[src/rtl/sqrt_pkg.sv]
// rtl/sqrt_pkg.sv - shared state encoding and sizing helper for the sequential square root
package sqrt_pkg;

  typedef enum logic [1:0] {
    IDLE = 2'd0,
    BUSY = 2'd1,
    DONE = 2'd2
  } state_t;

  // Iteration counter must be able to hold the value ITER.
  function automatic int cnt_width(input int iter);
    return (iter < 1) ? 1 : $clog2(iter + 1);
  endfunction

endpackage

[src/rtl/sqrt_step.sv]
// rtl/sqrt_step.sv - one combinational restoring square-root digit step
module sqrt_step #(
  parameter int RLEN = 8
) (
  input  logic [RLEN+1:0] rem,
  input  logic [RLEN-1:0] root,
  input  logic [1:0]      pair,
  output logic [RLEN+1:0] rem_next,
  output logic [RLEN-1:0] root_next
);

  logic [RLEN+3:0] s;
  logic [RLEN+3:0] b;
  logic            c;

  assign s = {rem, pair};
  assign b = {2'b00, root, 2'b01};
  assign c = (s >= b);

  // A successful subtract leaves a remainder <= 2*root, so the low RLEN+2 bits hold it exactly.
  assign rem_next  = c ? (s[RLEN+1:0] - b[RLEN+1:0]) : s[RLEN+1:0];
  assign root_next = {root[RLEN-2:0], c};

endmodule

[src/rtl/sqrt_seq.sv]
// rtl/sqrt_seq.sv - sequential integer square root, STEPS root bits per clock, valid/ready handshake
module sqrt_seq
  import sqrt_pkg::*;
#(
  parameter int LEN   = 16,
  parameter int STEPS = 1
) (
  input  logic             clk,
  input  logic             rst,
  input  logic             in_valid,
  output logic             in_ready,
  input  logic [LEN-1:0]   X,
  output logic             out_valid,
  input  logic             out_ready,
  output logic [LEN/2-1:0] Y,
  output logic [LEN/2:0]   R,
  output logic             exact
);

  localparam int RLEN = LEN / 2;
  localparam int ITER = RLEN / STEPS;
  localparam int CW   = cnt_width(ITER);

  state_t          state;
  logic [LEN-1:0]  x_sh;
  logic [RLEN-1:0] root;
  logic [RLEN+1:0] rem;
  logic [CW-1:0]   cnt;

  logic [RLEN+1:0] rem_c  [STEPS+1];
  logic [RLEN-1:0] root_c [STEPS+1];

  assign rem_c[0]  = rem;
  assign root_c[0] = root;

  // Step j consumes the j-th bit-pair below the MSB of the shift register.
  for (genvar j = 0; j < STEPS; j++) begin : g_step
    sqrt_step #(.RLEN(RLEN)) u_step (
      .rem       (rem_c[j]),
      .root      (root_c[j]),
      .pair      (x_sh[LEN-1-2*j -: 2]),
      .rem_next  (rem_c[j+1]),
      .root_next (root_c[j+1])
    );
  end

  always_ff @(posedge clk) begin
    if (rst) begin
      state     <= IDLE;
      in_ready  <= 1'b1;
      out_valid <= 1'b0;
      Y         <= '0;
      R         <= '0;
      exact     <= 1'b0;
      x_sh      <= '0;
      root      <= '0;
      rem       <= '0;
      cnt       <= '0;
    end else begin
      case (state)
        IDLE: begin
          if (in_valid) begin
            x_sh     <= X;
            root     <= '0;
            rem      <= '0;
            cnt      <= '0;
            in_ready <= 1'b0;
            state    <= BUSY;
          end
        end
        BUSY: begin
          x_sh <= x_sh << (2 * STEPS);
          root <= root_c[STEPS];
          rem  <= rem_c[STEPS];
          cnt  <= cnt + 1'b1;
          if (cnt == CW'(ITER - 1)) begin
            Y         <= root_c[STEPS];
            R         <= rem_c[STEPS][RLEN:0];
            exact     <= (rem_c[STEPS] == '0);
            out_valid <= 1'b1;
            state     <= DONE;
          end
        end
        DONE: begin
          if (out_ready) begin
            out_valid <= 1'b0;
            in_ready  <= 1'b1;
            state     <= IDLE;
          end
        end
        default: state <= IDLE;
      endcase
    end
  end

endmodule

[config.mk]
export PLATFORM = sky130hd
export DESIGN_NAME = sqrt_seq
export DESIGN_NICKNAME = d
export VERILOG_FILES = /design/src/rtl/sqrt_pkg.sv /design/src/rtl/sqrt_step.sv /design/src/rtl/sqrt_seq.sv
export SDC_FILE = /design/constraint.sdc
export NUM_CORES = 1
export LEC_CHECK = 0
export ABC_AREA = 0
export BUFFER_PORTS_ARGS = -buffer_cell sky130_fd_sc_hd__clkbuf_2
export CORE_UTILIZATION = 35
export DETAILED_ROUTE_END_ITERATION = 7
export SLEW_MARGIN = 20
export SYNTH_ARGS = -nofsm -noshare
export SYNTH_HDL_FRONTEND = slang
export SYNTH_SLANG_ARGS = --single-unit
[constraint.sdc]
create_clock -name clk -period 2.9 [get_ports clk]
set_input_delay 0.29 -clock clk [delete_from_list [all_inputs] [get_ports clk]]
set_output_delay 0.29 -clock clk [all_outputs]
set_load 0.01 [all_outputs]
**Word-level counts from Yosys, hierarchy flattened**

Cells that the tools add are included.

- Reductions and logical operators: 10
- Muxes and demuxes: 19
- Add/subtract/negate cells: 2
- $lt $le $gt $ge: 1
- Equality and inequality tests: 6

Operators by type and width:

| cell | number |
|---|---|
| 16-bit case mux with 2 select lines | 1 |
| 10-bit 2-to-1 mux | 2 |
| 10-bit case mux with 2 select lines | 1 |
| 16-bit 2-to-1 mux | 1 |
| 8-bit case mux with 2 select lines | 1 |
| 12-bit by 10-bit greater-or-equal comparator with 1-bit output | 1 |
| 10-bit logical NOT | 1 |
| 10-bit subtractor | 1 |
| 3-bit AND reduction | 3 |
| 8-bit 2-to-1 mux | 1 |
| 4-bit case mux with 2 select lines | 1 |
| 2-bit 2-to-1 mux | 3 |
| 2-bit != test, second input constant | 3 |
| 2-bit case mux with 3 select lines | 1 |
| 2-bit nonzero test | 3 |
| 4-bit by 1-bit adder with 4-bit output, second input constant | 1 |
| 4-bit by 3-bit equality test with 1-bit output, second input constant | 1 |
| 1-bit 2-to-1 mux | 4 |
| 4-bit 2-to-1 mux | 1 |
| 1-bit case mux with 2 select lines | 2 |
| 2-bit AND reduction | 2 |
| 2-bit by 1-bit equality test with 1-bit output, second input constant | 1 |
| 2-bit equality test, second input constant | 1 |
| 2-bit logical NOT | 1 |

- Input bits: 20
- Register bits after elaboration: 60

**Logic depth before layout (Yosys ltp)**

Gate-level depths: netlist of run 1.

- Depth in word-level cells: 3
- Depth in mapped cells: 10

**Modules after synthesis**

From an unflattened synthesis of run 1, not the netlist that was laid out.

- Cell total of the unflattened synthesis: 324
- Area, all modules: 2992.9 um^2

Modules (own cells, without submodules):

| module | instances | cells each | area an instance (um^2) |
|---|---|---|---|
| sqrt_seq | 1 | 235 | 2306.0 |
| sqrt_step | 1 | 89 | 686.9 |

**Least setup slack after synthesis of run 1**

No wires, ideal clock.

- Path kind: flip-flop to flip-flop
- From: reg root[4]
- To: reg rem[3]
- Path slack: 0.672 ns
- Stages on the path, launching flop included: 10
- Clock period less this slack: 2.228 ns
- Arrival: 2.101 ns
- Path through: dfxtp_1 -> inv_1 -> ha_1 -> nand2_1 -> nor3_1 -> a211o_1 -> buf_6 -> mux2_2 -> a22oi_1 -> nor2_1

- Cells in the longest elaborated chain, start to end: 3

RTL lines:

| what | RTL line | RTL |
|---|---|---|
| start: declaration | sqrt_seq.sv:26 | `logic [RLEN-1:0] root;` |
| start signal: assignment | sqrt_seq.sv:73 | `root <= root_c[STEPS];` |
| 12-bit by 10-bit greater-or-equal comparator with 1-bit output | sqrt_step.sv:18 | `assign c = (s >= b);` |
| 10-bit 2-to-1 mux | sqrt_step.sv:21 | `assign rem_next = c ? (s[RLEN+1:0] - b[RLEN+1:0]) : s[RLEN+1:0];` |
| 10-bit case mux with 2 select lines | sqrt_seq.sv:60 | `case (state)` |
| end signal: assignment | sqrt_seq.sv:74 | `rem <= rem_c[STEPS];` |
| end: declaration | sqrt_seq.sv:27 | `logic [RLEN+1:0] rem;` |

Every way passes these cells.
A chain may end at the register's enable or synchronous reset.

**Worst setup path after layout of run 1**

Same ends and word-level chain as after synthesis.

==> impl_summary.log, run 1 <==
INFO  metric outcome = complete, no violations
INFO  metric initial_core_util = 0.365
INFO  metric gp_routability_congestion = 0.819
INFO  metric insertedDiodeCount = 0
INFO  metric post_place_setup_slack = 236 ps
INFO  metric synth_area_leaders = sky130_fd_sc_hd__dfxtp_1, sky130_fd_sc_hd__nand2_1, sky130_fd_sc_hd__nor2_1
INFO  metric synth_fp_nets = 409
INFO  metric clk_root_buffer_cell = sky130_fd_sc_hd__clkbuf_8
INFO  metric worstSkewPairLatency = 340 ps
INFO  metric synth-edff-count = 0
INFO  metric final-max-slew-violation-count = 0
INFO  metric totalNegativeSetupSlack = 0 ps
INFO  metric die_width = 94.8 um
INFO  metric timing.critical_path.slowest_cell_delay = roughly 500 ps
INFO  metric crit_path_cell_trace = inv_1 > ha_1 > nand2_1 > nor3_1 > a211o_1 > mux2_2 > a22oi_1 > nor2_1
INFO  metric critPathMaxFanout = 10
INFO  metric first_global_vias = between 2000 and 2500
INFO  metric clock_h_tree_levels = 3
INFO  metric max-cap-violations = 0
INFO  metric clock_skew = 6.32 ps
INFO  metric critPathRequiredTime = 3090 ps
INFO  metric slew_headroom = 0.446
INFO  metric antenna_found_initial = 0
INFO  metric netlist-cell-type-count = 57
INFO  metric post_dp_cell_area = 3320 um2
INFO  metric ctsHoldBuffers = 0
INFO  metric finalWirelength = 7250 um
INFO  metric clock_power_share = 0.190
INFO  metric critPathKind = flop to flop
INFO  metric floorplan.die.height = 94.8 um
INFO  metric worst_r2r_startpoint = root[4]
INFO  metric min-delay-start = X[5]
INFO  metric critPathSlowestCell = sky130_fd_sc_hd__a211o_1
INFO  metric post_synth.cell_area_avg = 7.97 um2
INFO  metric dominantRegCellSynth = sky130_fd_sc_hd__dfxtp_1
INFO  metric grt_max_degree = 43
INFO  metric actual_slew_at_the_worst_max_slew_pin = 830 ps
INFO  metric worstHoldPathType = input pin to flop
INFO  metric static-leakage-power = 0.00144 uW
INFO  metric top_level_ports = 40
INFO  metric synthArstFlopShare = 0
INFO  metric cp-start-kind = flop
INFO  metric intPower = 2350 uW
INFO  metric cts.sinks = 60
INFO  metric placement_rows = 33
INFO  metric fin_nets = about 450
INFO  metric crit_arrival = 2900 ps
INFO  metric overflow = 0
INFO  metric share_seq_of_total_power = 0.251
INFO  metric syn-cell-area = 3010 um2
INFO  metric power.share.combinational = 0.559
INFO  metric totalPowerFinal = around 4000 uW
INFO  metric core_area = 8260 um2
INFO  metric setup_repair_after_global_routing_missed_its_margin = no
INFO  metric cts_setup_buffers = 0
INFO  metric critical_path.endpoint_type = flop
INFO  metric cts_inserted_buffers = 9
INFO  metric cellPowerDensity = 1140 nW/um2
INFO  metric routed_wire_length_per_instance = 13.8 um
INFO  metric timing.critical_path.buf_inv = 1
INFO  metric min_setup_slack_post_route = between 150 and 200 ps
INFO  metric dieArea = around 9000 um2
INFO  metric setup_viol = 0
INFO  metric warning_count_from_the_yosys_run = 0
INFO  metric areaGrowthSynthToFinish = 16.9%
INFO  metric fraction_of_final_layout_cells_sized_beyond_drive_strength_1 = 0.189
INFO  metric clk_transition_reported_paths = 70 ps
INFO  metric synth_cells = 378
INFO  metric dr.first_iter.drc_count = 149
INFO  metric power_switching = 1680 uW
INFO  metric critical_path.top_delay_family = compound AO/OA/AOI/OAI gates
INFO  metric fin_crit_sh = 0.934
INFO  metric power_switching_share = 0.417
INFO  metric drc = 0
INFO  metric detailedPlacementHpwl = 5140 um
INFO  metric drt_pre_antenna_iters = 4
INFO  metric routed-via-count = 2735
INFO  metric track_usage = 0.173
INFO  metric final_period_demand_of_the_worst_path = 2710 ps
INFO  metric ir_drop = 0.000473 V
INFO  metric synth_sequential_area_ratio = 0.399
INFO  metric buffer_ports.inserted = 39
INFO  metric ys_ff_latch = 60
INFO  metric yosys.area.top_type_share = 0.399
INFO  metric tritoncts = done
INFO  metric timing_hold_violations_final = 0
INFO  metric max-clock-path-buffers = 2
INFO  metric cts_resized = 0
INFO  metric finalCoreUtilization = 0.427
INFO  metric crit_path_start = root[4]
INFO  metric detail_route.vias_per_cell = 5.22
INFO  metric wire_length_of_the_first_global_routing_pass = roughly 12000 um
INFO  metric synth_top_cell_by_area = sky130_fd_sc_hd__dfxtp_1
INFO  metric route.antenna.remaining_nets = 0
INFO  metric final_design_area_no_fill = around 3500 um2
INFO  metric fmax = 369 MHz
==> worst register-to-register path: cells and delay by family, from the launching register on <==
family	cells	cell delay (ps)
fa+ha+maj	1	380
compound gates	2	700
flops	1	380
buf+inv	1	60
mux	1	410
simple gates	3	640
==> kinds of logic (layout without fill, tap and decap cells) <==
group / Yosys count / count (layout) / synth area share
AND/OR/NAND/NOR: 158 / 158 / 0.234
AO/OA/AOI/OAI: 98 / 98 / 0.230
flip-flops: 60 / 60 / 0.399
buffers and inverters: 40 / 81 / 0.0527
adder cells (fa/ha/maj): 11 / 11 / 0.0457
multiplexers: 6 / 6 / 0.0249
XOR/XNOR: 5 / 5 / 0.0145
==> cell usage after synthesis, types with 4 or more instances <==
library cell / instances
sky130_fd_sc_hd__dfxtp_1: 60
sky130_fd_sc_hd__clkbuf_1: 22
sky130_fd_sc_hd__a211oi_1: 6
sky130_fd_sc_hd__nand3_1: 5
sky130_fd_sc_hd__a311oi_1: 14
sky130_fd_sc_hd__nand2_1: 62
sky130_fd_sc_hd__nor2_1: 53
sky130_fd_sc_hd__or2_2: 4
sky130_fd_sc_hd__nor2b_1: 4
sky130_fd_sc_hd__ha_1: 11
sky130_fd_sc_hd__nor3_1: 11
sky130_fd_sc_hd__a21oi_1: 29
sky130_fd_sc_hd__xnor2_1: 4
sky130_fd_sc_hd__o21ai_0: 8
sky130_fd_sc_hd__inv_1: 15
sky130_fd_sc_hd__a22oi_1: 16
==> flip-flops by register name (all words and copies together), names as in the netlist <==
name / cells
root: 8
in_ready: 1
Y: 8
state: 2
R: 9
x_sh: 16
rem: 10
exact: 1
out_valid: 1
cnt: 4
==> final timing paths <==
kind	to	slack [ps]	cells after the start
max	rem[3]	190	8
min	x_sh[5]	190	3
max reg2reg	rem[3]	190	8
min reg2reg	x_sh[0]	450	2
==> cell type report <==
| class | instances | area (um2) |
|---|---|---|
| fillers | 884 | 4730 |
| multi-input cells | 278 | 1660 |
| flip-flops and latches | 60 | 1200 |
| repair buffers | 49 | 270 |
| clock buffers | 12 | 155 |
| well taps | 105 | 131 |
| inverters | 16 | 60.1 |
| clock inverters | 4 | 47.5 |
==> metal layers <==
| layer | global-route usage | up-vias | wire length (um) |
|---|---|---|---|
| met5 | 0 | - | 0 |
| met4 | 0.0619 | 0 | 85 |
| met3 | 0.0427 | 10 | 297 |
| met2 | 0.268 | 68 | 3330 |
| met1 | 0.233 | 1253 | 3530 |
| li1 | - | 1404 | - |
==> metrics by stage <==
stage	instances	hold slack (ps)
final	524	193
after global routing	524	189
after CTS	524	173
after detailed placement	508	446
after global placement	508	440
after floorplan	378	432
==> cells in the final DEF (no fill, tap or decap), types with 5 or more instances in the layout <==
cell type,netlist,final
sky130_fd_sc_hd__nor2_1,53,51
sky130_fd_sc_hd__inv_1,15,15
sky130_fd_sc_hd__a22oi_1,16,16
sky130_fd_sc_hd__a21oi_1,29,29
sky130_fd_sc_hd__dfxtp_1,60,60
sky130_fd_sc_hd__o21ai_0,8,8
sky130_fd_sc_hd__clkbuf_2,1,39
sky130_fd_sc_hd__buf_4,0,10
sky130_fd_sc_hd__a311oi_1,14,14
sky130_fd_sc_hd__nand3_1,5,5
sky130_fd_sc_hd__clkbuf_8,0,11
sky130_fd_sc_hd__nand2_1,62,62
sky130_fd_sc_hd__a211oi_1,6,6
sky130_fd_sc_hd__ha_1,11,11
sky130_fd_sc_hd__nor3_1,11,11
==> power groups by stage <==
stage | Combinational, uW | Sequential [uW] | Clock [uW]
floorplan | 1790 | 990 | 0
global placement | 2200 | 1020 | 0
detailed placement | 2210 | 1020 | 0
CTS | 2230 | 1000 | 786
global route | 2440 | 1020 | 822
finish | 2250 | 1010 | 765
Note: power is estimated with default switching activity, not from simulation.
==> inputs of run 2 (changes only) <==
--- a/config.mk
+++ b/config.mk
@@ -7,8 +7,11 @@
 export LEC_CHECK = 0
 export ABC_AREA = 0
 export BUFFER_PORTS_ARGS = -buffer_cell sky130_fd_sc_hd__clkbuf_2
-export CORE_UTILIZATION = 35
+export CELL_PAD_IN_SITES_DETAIL_PLACEMENT = 2
+export CELL_PAD_IN_SITES_GLOBAL_PLACEMENT = 2
+export CORE_UTILIZATION = 34
 export DETAILED_ROUTE_END_ITERATION = 7
+export PLACE_DENSITY_LB_ADDON = 0.1
 export SLEW_MARGIN = 20
 export SYNTH_ARGS = -nofsm -noshare
 export SYNTH_HDL_FRONTEND = slang
==> impl_summary.log, run 2 (synthesis gave the netlist of run 1 again) <==
INFO  metric timing_hold_violations_final = 0
INFO  metric route.antenna.remaining_nets = 0
INFO  metric final_period_demand_of_the_worst_path = between 2000 and 3000 ps
INFO  metric crit_arrival = 2830 ps
INFO  metric largest_register = x_sh
INFO  metric critPathMaxFanout = 10
INFO  metric dieArea = 9250 um2
INFO  metric critPathKind = flop to flop
INFO  metric worstSkewPairLatency = 340 ps
INFO  metric final_design_area_no_fill = 3560 um2
INFO  metric dr.first_iter.drc_count = 77
INFO  metric placement_rows = 33
INFO  metric die_width = 96.2 um
INFO  metric layout.cells.most_common = sky130_fd_sc_hd__nand2_1
INFO  metric largestRegisters = x_sh: 16 flops, rem: 10 flops, R: 9 flops
INFO  metric setup_viol = 0
INFO  metric clock_h_tree_levels = 3
INFO  metric finalWirelength = 9030 um
INFO  metric detail_route.vias_per_cell = around 5.4
INFO  metric floorplan.die.height = 96.2 um
INFO  metric first_global_vias = 2978
INFO  metric fin_crit_sh = 0.908
INFO  metric drc = 0
INFO  metric min_setup_slack_post_route = 266 ps
INFO  metric fraction_of_final_layout_cells_sized_beyond_drive_strength_1 = 0.193
INFO  metric gp_routability_congestion = 0.799
INFO  metric static-leakage-power = between 0.001 and 0.0015 uW
INFO  metric setup_repair_after_global_routing_missed_its_margin = no
INFO  metric totalNegativeSetupSlack = 0 ps
INFO  metric initial_core_util = 0.360
INFO  metric slew_headroom = 0.472
INFO  metric cp-start-kind = flop
INFO  metric routed_wire_length_per_instance = 17.2 um
INFO  metric post_place_setup_slack = 186 ps
INFO  metric track_usage = 0.211
INFO  metric fmax = between 300 and 400 MHz
INFO  metric areaGrowthSynthToFinish = 18.1%
INFO  metric overflow = 0
INFO  metric cts.sinks = 60
INFO  metric layout_common_cells = sky130_fd_sc_hd__nand2_1, sky130_fd_sc_hd__dfxtp_1, sky130_fd_sc_hd__nor2_1
INFO  metric outcome = complete, no violations
INFO  metric grt_max_degree = 35
INFO  metric largest_register_ffs = 16
INFO  metric finalCoreUtilization = 0.425
INFO  metric drt_pre_antenna_iters = 4
INFO  metric clk_root_buffer_cell = sky130_fd_sc_hd__clkbuf_8
INFO  metric cts_inserted_buffers = 9
INFO  metric core_area = 8380 um2
INFO  metric max-clock-path-buffers = 2
INFO  metric layout.filler_cells = 1000
INFO  metric detailedPlacementHpwl = about 6600 um
INFO  metric critPathRequiredTime = 3100 ps
INFO  metric antenna_found_initial = 0
INFO  metric cts_setup_buffers = 0
INFO  metric ir_drop = 0.000438 V
INFO  metric worstHoldPathType = input pin to flop
INFO  metric fin_nets = 445
INFO  metric insertedDiodeCount = 0
INFO  metric top_level_ports = 40
INFO  metric cellPowerDensity = ~1200 nW/um2
INFO  metric critical_path.endpoint_type = flop
INFO  metric final-max-slew-violation-count = 0
INFO  metric routed-via-count = 2834
INFO  metric max-cap-violations = 0
INFO  metric clock_skew = 13.0 ps
INFO  metric post_dp_cell_area = 3320 um2
INFO  metric wire_length_of_the_first_global_routing_pass = around 15000 um
INFO  metric clk_transition_reported_paths = about 80 ps
INFO  metric actual_slew_at_the_worst_max_slew_pin = 793 ps
INFO  metric tritoncts = done
INFO  metric buffer_ports.inserted = 39
-- run 2: path summary, 6_finish.rpt --
path | cells after the start | endpoint | start | slack, ps
worst min register to register | 2 | Y[2] | Y[2] | 460
worst max-delay path | 8 | rem[2] | root[4] | 270
worst max register to register | 8 | rem[2] | root[4] | 270
worst min-delay path | 3 | x_sh[4] | X[4] | 190
-- run 2: routing by layer --
layer  global-route usage  wire [um]  share of wire  vias to the layer above
met4               0.0647        114          0.013                        0
met3               0.0363        227          0.025                       10
met1                0.243       3980           0.44                     1372
li1                     -          -              -                     1412
met5                    0          0              0                        -
met2                0.392       4710           0.52                       40
-- run 2: where the power goes --
part / internal (uW) / switching (uW)
registers: 913 / 93.0
logic: 961 / 1370
clock network: 532 / 351
-- run 2: worst max-delay path, stage by stage, from the launching register on --
cell	delay, ps
sky130_fd_sc_hd__dfxtp_1	370
sky130_fd_sc_hd__inv_1	60
sky130_fd_sc_hd__ha_1	390
sky130_fd_sc_hd__nand2_1	160
sky130_fd_sc_hd__nor3_1	440
sky130_fd_sc_hd__a211o_2	390
sky130_fd_sc_hd__mux2i_1	360
sky130_fd_sc_hd__o21ai_0	140
sky130_fd_sc_hd__nor2b_1	170
-- run 2: cell type report --
cell class	count	area, um2	area share
sequential	60	1200	0.338
timing repair buffer	49	270	0.0759
inverter	16	60.1	0.0169
clock inverter	5	83.8	0.0236
clock buffer	11	151	0.0425
multi-input combinational	278	1660	0.467
tap	105	131	0.0369
-- run 2: metrics by stage --
stage | total power (uW) | instances | hold slack [ps]
6_report | 4220 | 524 | 188
5_1_grt | 4520 | 524 | 194
4_1_cts | 4270 | 524 | 173
3_5_place_dp | 3330 | 508 | 448
3_3_place_gp | 3280 | 508 | 443
2_1_floorplan | 2780 | 378 | 432
-- run 2: timing repair --
item / CTS / global route
resized for setup: 0 / 1
endpoints found under the setup margin: 0 / 3
hold buffers: 0 / 0
==> inputs of run 3 (changes only) <==
--- a/config.mk
+++ b/config.mk
@@ -7,11 +7,10 @@
 export LEC_CHECK = 0
 export ABC_AREA = 0
 export BUFFER_PORTS_ARGS = -buffer_cell sky130_fd_sc_hd__clkbuf_2
-export CELL_PAD_IN_SITES_DETAIL_PLACEMENT = 2
-export CELL_PAD_IN_SITES_GLOBAL_PLACEMENT = 2
-export CORE_UTILIZATION = 34
+export CORE_UTILIZATION = 35
 export DETAILED_ROUTE_END_ITERATION = 7
-export PLACE_DENSITY_LB_ADDON = 0.1
+export GPL_ROUTABILITY_DRIVEN = 0
+export HOLD_SLACK_MARGIN = 0.02
 export SLEW_MARGIN = 20
 export SYNTH_ARGS = -nofsm -noshare
 export SYNTH_HDL_FRONTEND = slang
==> impl_summary.log, run 3 (synthesis gave the netlist of run 1 again) <==
INFO  metric grt_max_degree = 57
INFO  metric drc = 0
INFO  metric top_level_ports = 40
INFO  metric layout.cells.most_common = sky130_fd_sc_hd__nand2_1
INFO  metric layout_common_cells = sky130_fd_sc_hd__nand2_1, sky130_fd_sc_hd__dfxtp_1, sky130_fd_sc_hd__nor2_1
INFO  metric outcome = complete, no violations
INFO  metric cts.sinks = 60
INFO  metric worst_hold_path.num_cells = 3
INFO  metric final-max-slew-violation-count = 0
INFO  metric cts_inserted_buffers = 9
INFO  metric slew_headroom = 0.356
INFO  metric dr.first_iter.drc_count = between 100 and 150
INFO  metric route.antenna.remaining_nets = 0
INFO  metric ctsHoldBuffers = 0
INFO  metric fin_nets = 444
INFO  metric max-clock-path-buffers = 2
INFO  metric overflow = 0
INFO  metric routed_wire_length_per_instance = between 10 and 15 um
INFO  metric setup_repair_after_global_routing_missed_its_margin = no
INFO  metric worstReg2RegEnd = exact
INFO  metric finalWirelength = 7430 um
INFO  metric largestRegisters = x_sh: 16 flops, rem: 10 flops, R: 9 flops
INFO  metric die_width = 94.8 um
INFO  metric core_area = roughly 8300 um2
INFO  metric cp-start-kind = flop
INFO  metric power_switching_share = 0.416
INFO  metric worstHoldPathType = input pin to flop
INFO  metric dieArea = 8990 um2
INFO  metric sequential_cell_area = around 1200 um2
INFO  metric largest_register = x_sh
INFO  metric worst_r2r_startpoint = root[0]
INFO  metric clk_root_buffer_cell = sky130_fd_sc_hd__clkbuf_8
INFO  metric power_switching = 1690 uW
INFO  metric worstSkewPairLatency = 340 ps
INFO  metric layout.filler_cells = 875
INFO  metric static-leakage-power = 0.00145 uW
INFO  metric share_seq_of_total_power = 0.247
INFO  metric detail_route.vias_per_cell = 5.30
INFO  metric intPower = 2360 uW
INFO  metric critPathMaxFanout = 7
INFO  metric routed-via-count = 2771
INFO  metric fraction_of_final_layout_cells_sized_beyond_drive_strength_1 = 0.191
INFO  metric wire_length_of_the_first_global_routing_pass = 12400 um
INFO  metric initial_core_util = 0.365
INFO  metric final_design_area_no_fill = 3540 um2
INFO  metric insertedDiodeCount = 0
INFO  metric detailedPlacementHpwl = 5330 um
INFO  metric placement_rows = 33
INFO  metric clk_transition_reported_paths = 70 ps
INFO  metric final_period_demand_of_the_worst_path = 2690 ps
INFO  metric clock_power_share = 0.200
INFO  metric worst_hold_path.endpoint = x_sh[5]
INFO  metric largest_register_ffs = 16
INFO  metric critPathRequiredTime = 3160 ps
INFO  metric min-delay-start = X[5]
INFO  metric actual_slew_at_the_worst_max_slew_pin = 967 ps
INFO  metric cellPowerDensity = ~1100 nW/um2
INFO  metric post_dp_cell_area = 3310 um2
INFO  metric crit_arrival = just under 3000 ps
INFO  metric max-cap-violations = 0
INFO  metric power.share.combinational = 0.552
INFO  metric antenna_found_initial = 0
INFO  metric setup_viol = 0
INFO  metric timing_hold_violations_final = 0
INFO  metric ir_drop = 0.000447 V
INFO  metric timing.reg2reg.worst_path_depth = 9
INFO  metric buffer_ports.inserted = 39
INFO  metric areaGrowthSynthToFinish = 17.4%
INFO  metric clock_h_tree_levels = 3
INFO  metric totalNegativeSetupSlack = 0 ps
INFO  metric clock_skew = 7.04 ps
INFO  metric first_global_vias = 2587
INFO  metric regToRegSetupSlack = 210 ps
INFO  metric fin_crit_sh = 0.928
INFO  metric drt_pre_antenna_iters = 4
INFO  metric track_usage = 0.179
INFO  metric critPathKind = flop to flop
INFO  metric multi_input_comb_area = 1660 um2
INFO  metric critical_path.endpoint_type = flop
INFO  metric cts_setup_buffers = 0
INFO  metric tritoncts = done
INFO  metric floorplan.die.height = 94.8 um
INFO  metric fmax = 372 MHz
[run 3: final cells by class]
type / count / share of cell area
clock buffers: 13 / 0.0506
clock inverters: 3 / 0.0120
inverters: 16 / 0.0170
multi-input cells: 278 / 0.469
flip-flops and latches: 60 / 0.340
well taps: 105 / 0.0371
repair buffers: 48 / 0.0743
[run 3: power by group through the flow]
stage / registers (uW) / logic (uW) / clock network (uW)
4_1_cts: 1000 / 2210 / 837
6_report: 1000 / 2240 / 812
3_5_place_dp: 1020 / 2200 / 0
3_3_place_gp: 1020 / 2160 / 0
2_1_floorplan: 990 / 1790 / 0
5_1_grt: 1020 / 2410 / 870
[run 3: repair_timing]
action / in CTS / in global routing
gates resized for setup: 0 / 1
setup endpoints to repair: 0 / 2
endpoints found under the hold margin: 0 / 0
[run 3: layer usage]
layer	track usage	share of wire
met4	0.0833	0.030
met5	0	0
met3	0.0515	0.050
met2	0.275	0.44
met1	0.230	0.48
[run 3: worst max-delay path, cell delays in order, from the launching register on]
cell                        delay, ps
sky130_fd_sc_hd__dfxtp_1          380
sky130_fd_sc_hd__inv_1             90
sky130_fd_sc_hd__ha_1             420
sky130_fd_sc_hd__nand2b_1         110
sky130_fd_sc_hd__a2111oi_0        670
sky130_fd_sc_hd__o221ai_1         210
sky130_fd_sc_hd__nor3b_1          190
sky130_fd_sc_hd__buf_4            160
sky130_fd_sc_hd__nand4b_1         170
sky130_fd_sc_hd__o31ai_2          210
[run 3: how the worst max path moves through the flow]
| stage | from | endpoint | slack, ps |
|---|---|---|---|
| final | root[0] | exact | 210 |
| after global routing | root[0] | exact | 50 |
| after CTS | root[4] | rem[3] | 180 |
| after detailed placement | root[4] | rem[3] | 220 |
| after global placement | root[4] | rem[3] | 300 |
| after floorplan | root[4] | rem[3] | 670 |
[run 3: stage by stage]
step                      setup WS [ps]  hold WS (ps)  total power, uW  cells  utilization
after floorplan                     672           432             2780    378            -
after CTS                           180           173             4040    523        0.428
after global placement              299           443             3180    507        0.401
after detailed placement            220           449             3210    507        0.401
after global routing               53.9           189             4290    523        0.428
final                               210           192             4050    523        0.428
